==> config.mk <==
export PLATFORM = sky130hd
export DESIGN_NAME = addsub_seq
export DESIGN_NICKNAME = d
export VERILOG_FILES = /design/src/rtl/addsub_pkg.sv /design/src/rtl/addsub_chunk.sv /design/src/rtl/addsub_seq.sv
export SDC_FILE = /design/constraint.sdc
export NUM_CORES = 1
export LEC_CHECK = 0
export ABC_AREA = 1
export BUFFER_PORTS_ARGS = -buffer_cell sky130_fd_sc_hd__buf_4
export CAP_MARGIN = 20
export CORE_ASPECT_RATIO = 0.7
export CORE_MARGIN = 3
export CORE_UTILIZATION = 59
export DETAILED_ROUTE_END_ITERATION = 7
export PLACE_DENSITY = 0.84
export SLEW_MARGIN = 5
export SYNTH_ARGS = -nofsm -noshare
export SYNTH_HDL_FRONTEND = slang
export SYNTH_SLANG_ARGS = --single-unit
==> constraint.sdc <==
create_clock -name clk -period 5.05 [get_ports clk]
set_input_delay 1.515 -clock clk [delete_from_list [all_inputs] [get_ports clk]]
set_output_delay 1.515 -clock clk [all_outputs]
set_load 0.02 [all_outputs]
==> src/rtl/addsub_pkg.sv <==
// Shared definitions for the chunked adder-subtractor: FSM states, mode encoding
// and the chunk-count helper.
package addsub_pkg;

    typedef enum logic [1:0] {
        IDLE = 2'd0,
        RUN  = 2'd1,
        DONE = 2'd2
    } state_t;

    localparam logic MODE_ADD = 1'b0;
    localparam logic MODE_SUB = 1'b1;

    function automatic int nch(input int width, input int chunk);
        return width / chunk;
    endfunction

endpackage

==> src/rtl/addsub_chunk.sv <==
// Combinational CHUNK-bit ripple stage built from 1-bit full-adder cells; also
// exposes the carry into the MSB so the caller can derive signed overflow.
module addsub_chunk #(
    parameter int CHUNK = 4
) (
    input  logic [CHUNK-1:0] a,
    input  logic [CHUNK-1:0] b,
    input  logic             cin,
    output logic [CHUNK-1:0] s,
    output logic             cout,
    output logic             cmsb
);

    function automatic logic [1:0] full_add(input logic x, input logic y, input logic c);
        return {(x & y) | (c & (x ^ y)), x ^ y ^ c};
    endfunction

    always_comb begin
        logic [1:0] fa;
        logic       carry;
        fa    = '0;
        s     = '0;
        cmsb  = cin;
        carry = cin;
        for (int i = 0; i < CHUNK; i++) begin
            if (i == CHUNK - 1) cmsb = carry;
            fa    = full_add(a[i], b[i], carry);
            s[i]  = fa[0];
            carry = fa[1];
        end
        cout = carry;
    end

endmodule

==> src/rtl/addsub_seq.sv <==
// Multi-cycle signed/unsigned adder-subtractor, CHUNK bits per clock, LSB chunk first.
// Define ADDSUB_SAT_EN to clamp overflowing results to the signed min/max.
module addsub_seq #(
    parameter int WIDTH = 16,
    parameter int CHUNK = 4
) (
    input  logic             clk,
    input  logic             rst,
    input  logic             in_valid,
    output logic             in_ready,
    input  logic [WIDTH-1:0] a,
    input  logic [WIDTH-1:0] b,
    input  logic             sub,
    input  logic             cbi,
    output logic             out_valid,
    input  logic             out_ready,
    output logic [WIDTH-1:0] result,
    output logic             cbo,
    output logic             ovf,
    output logic             zero
);
    import addsub_pkg::*;

    localparam int NCH = nch(WIDTH, CHUNK);
    localparam int IW  = (NCH > 1) ? $clog2(NCH) : 1;
    localparam logic [IW-1:0] LAST = IW'(NCH - 1);

    if ((CHUNK < 1) || (CHUNK > WIDTH) || (WIDTH % CHUNK != 0)) begin : g_cfg_check
        $error("addsub_seq: WIDTH must be a positive multiple of CHUNK");
    end

    state_t           state;
    logic [IW-1:0]    idx;
    logic [WIDTH-1:0] a_q;
    logic [WIDTH-1:0] b_q;
    logic             sub_q;
    logic             carry;
    logic [31:0]      base;
    logic [CHUNK-1:0] a_c;
    logic [CHUNK-1:0] b_c;
    logic [CHUNK-1:0] s_c;
    logic             co;
    logic             cmsb;
    logic             ovf_next;
    logic [WIDTH-1:0] res_next;
    logic [WIDTH-1:0] res_final;

    // b_q already carries the subtract inversion, so the stage always adds.
    assign base = 32'(idx) * CHUNK;
    assign a_c  = a_q[base +: CHUNK];
    assign b_c  = b_q[base +: CHUNK];

    addsub_chunk #(.CHUNK(CHUNK)) u_chunk (
        .a    (a_c),
        .b    (b_c),
        .cin  (carry),
        .s    (s_c),
        .cout (co),
        .cmsb (cmsb)
    );

    assign ovf_next = cmsb ^ co;

    always_comb begin
        res_next = result;
        res_next[base +: CHUNK] = s_c;
    end

`ifdef ADDSUB_SAT_EN
    localparam logic [WIDTH-1:0] SMAX = {1'b0, {(WIDTH-1){1'b1}}};
    localparam logic [WIDTH-1:0] SMIN = {1'b1, {(WIDTH-1){1'b0}}};
    assign res_final = ovf_next ? (a_q[WIDTH-1] ? SMIN : SMAX) : res_next;
`else
    assign res_final = res_next;
`endif

    always_ff @(posedge clk) begin
        if (rst) begin
            state     <= IDLE;
            in_ready  <= 1'b1;
            out_valid <= 1'b0;
            result    <= '0;
            cbo       <= 1'b0;
            ovf       <= 1'b0;
            zero      <= 1'b0;
            idx       <= '0;
            a_q       <= '0;
            b_q       <= '0;
            sub_q     <= 1'b0;
            carry     <= 1'b0;
        end else begin
            case (state)
                IDLE: begin
                    if (in_valid && in_ready) begin
                        a_q      <= a;
                        b_q      <= (sub == MODE_SUB) ? ~b : b;
                        sub_q    <= sub;
                        carry    <= (sub == MODE_ADD) ? cbi : ~cbi;
                        idx      <= '0;
                        in_ready <= 1'b0;
                        state    <= RUN;
                    end
                end
                RUN: begin
                    carry <= co;
                    if (idx == LAST) begin
                        result    <= res_final;
                        cbo       <= co ^ sub_q;
                        ovf       <= ovf_next;
                        zero      <= ~|res_final;
                        out_valid <= 1'b1;
                        idx       <= '0;
                        state     <= DONE;
                    end else begin
                        result <= res_next;
                        idx    <= idx + 1'b1;
                    end
                end
                DONE: begin
                    if (out_ready) begin
                        out_valid <= 1'b0;
                        in_ready  <= 1'b1;
                        state     <= IDLE;
                    end
                end
                default: state <= IDLE;
            endcase
        end
    end

endmodule

==> results.ini <==
[outcome]
status = finished, final reports clean

[drt]
drt-total-wl_um = 7310
wl_per_cell_um = 13.4
drc_errors = 0
drt_iter0_drc = 303
postRouteAntennaNets = 0
num_vias = 2897
firstDrtPassIters = 5
via_per_inst = 5.31

[floorplan]
die_x_um = 92.6
core_area_mm2 = 0.00491
die_h_um = 66.6
boundaryPins = 59
start_util = 0.630
num_rows = 21
dieArea_mm2 = 0.00617

[logic_synthesis]
synth_adder_area_share = 0.0501
netlist_area_mm2 = 0.00310
yosys_warnings = 0
synth_seq_cells = 59
yosys.area_share.simple = 0.223
syn_inst = 426
synthMuxAreaShare = 0
synth-main-ff-cell = dfxtp_1
synth.net_count = 474
yosysSeqAreaShare = 0.382
avgSynthCellArea_um2 = 7.27
synth_compound_area_frac = 0.188
synth_top_family_by_area = simple AND/OR/NAND/NOR gates
synth_edf_count = 0
synth_cell_type_count = 31
synth_xor_area_frac = 0.0538
async_reset_ff_frac = 0

[sta]
tns_ns = 0
period_needed_ns = 3.83
clock_skew_ns = 0.00978
period_share = 0.759
tightest_slew_ns = 1.00
finalSetupViolCount = 0
slew_viol_final = 0
fmax_ghz = 0.261
finalHoldViolCount = 0
slew_headroom = 0.329
rsz0062_at_grt = false

[worst_setup_path]
critPathKind = flop to flop
crit_required_ns = 5.33
end_kind = flop
cp-start-kind = flop
cp_max_fo = 34
r2r_slack_ns = 1.22
worst_ep_arrival_time_ns = 4.11

[pwr]
seqPwrFrac = 0.430
p_switching_uw = 415
cellInternalPower_uw = 858
comb_power_share = 0.247
leakage_uw = 0.00172
max-vdd-ir-drop_v = 0.000213
p_per_area_mw_per_mm2 = 347
swShare = 0.326
clkPwrFrac = 0.323

[finish]
drive_gt1_frac = 0.189
nets = 521
fillers = 397
antenna_cells = 0
final_area_mm2 = 0.00367
syn_to_final_growth_pct = 18.6

[cts]
clock-sinks = 59
cts.clk_slew.worst_paths_ns = 0.06
cts_tree = built
cts_root_buf = clkbuf_8
postCtsSetupBuffers = 0
cts_hold_buf = 0
htree_levels = 3
clkLatencyLatePin_ns = 0.35
cts_resized = 0
ctsLongestPathBuffers = 2
cts_made_buffers = 9

[global_route]
grt_use_met3 = 0.0779
grt_pass1_vias = 2442
grt_pass1_wl_um = 11800
grt_max_degree = 36
grt_antenna_before_repair = 0
grt.busiest_layer = met1
grt_util_met2 = 0.343
track_usage = 0.249
globalRouteMet1Util = 0.364
grt_overflow = 0

[run]
maxCapViolations = 0

[place]
portBuffers = 58
place_area_mm2 = 0.00349
dp_hpwl_um = 5240
gp_congestion = 0.888

[worst_hold_path]
min_path_type = flop to flop

[placed cells by master (no fill, tap or decap), drive strengths merged, types with 10 or more instances in the layout]
cell,synthesis,routed
dfxtp,59,59
clkbuf,9,10
a211oi,10,10
inv,50,50
nand2,58,58
nand3,15,15
a21oi,23,23
xnor2,11,11
buf,14,59
o21ai,44,44
nor2,96,96
[metrics by stage]
step	hold WS, ns	util	setup slack (ns)	power (µW)	cells
2_1_floorplan	0.425	-	1.74	775	426
3_3_place_gp	0.451	0.710	1.44	856	531
3_5_place_dp	0.450	0.710	1.30	866	531
4_1_cts	0.460	0.747	1.28	1270	546
5_1_grt	0.467	0.747	0.860	1340	546
6_report	0.458	0.747	1.22	1270	546
[cell usage after synthesis, types with 6 or more instances]
master	number	area, µm²
inv_1	43	161
nor2_1	95	357
nand3_1	14	70.1
clkbuf_1	8	30.0
a211oi_2	6	75.1
dfxtp_1	59	1180
o21ai_1	25	125
xor2_1	8	70.1
inv_2	7	26.3
a21oi_1	23	115
nand2_1	57	214
o21ai_0	19	95.1
ha_1	6	75.1
o211ai_1	8	60.1
xnor2_1	11	96.3
buf_2	9	45.0
[cells by family after synthesis]
logic type | after synthesis
fa+ha+maj | 10
xor+xnor | 19
compound gates | 95
simple gates | 170
buf+inv | 73
flops | 59
[power by group through the flow]
stage / Clock [µW] / Combinational, µW / Sequential [µW]
finish: 411 / 315 / 548
global route: 439 / 350 / 553
detailed placement: 0 / 310 / 556
floorplan: 0 / 216 / 559
global placement: 0 / 301 / 555
CTS: 414 / 312 / 547
[final cells by class]
class	count	area, µm²	area share
clock buffer	10	128	0.0348
clock inverter	5	55.1	0.0150
inverter	50	188	0.0511
multi-input combinational	294	1590	0.433
sequential	59	1180	0.322
tap	69	86.3	0.0235
timing repair buffer	59	443	0.121
[flip-flops by register name (all words and copies together) (netlist names)]
name / cells
a_q: 16
b_q: 16
carry: 1
cbo: 1
idx: 2
in_ready: 1
out_valid: 1
ovf: 1
result: 16
state: 2
sub_q: 1
zero: 1
[path summary, 6_finish.rpt]
kind / startpoint / endpoint / cells after the start
setup reg to reg: idx[0] / zero / 16
hold reg to reg: b_q[3] / b_q[3] / 2
hold / removal: b_q[3] / b_q[3] / 2
setup / recovery: idx[0] / zero / 16
[per-layer routing]
metal | routed length, µm | share of wire
met5 | 0 | 0
met4 | 104 | 0.014
met3 | 788 | 0.11
met2 | 3020 | 0.41
met1 | 3400 | 0.46
[critical path, stage by stage (launching register included)]
cell	delay, ns
dfxtp_1	0.98
nand2_1	0.13
a32o_1	0.31
fa_1	0.38
inv_1	0.07
fa_1	0.16
inv_1	0.05
fa_1	0.40
fa_1	0.54
nor2_1	0.08
inv_1	0.06
nor2_1	0.04
a21oi_1	0.16
nand2_1	0.08
nor2_1	0.12
nand3_1	0.09
a21oi_1	0.12
(Power assumes the default switching activity.)
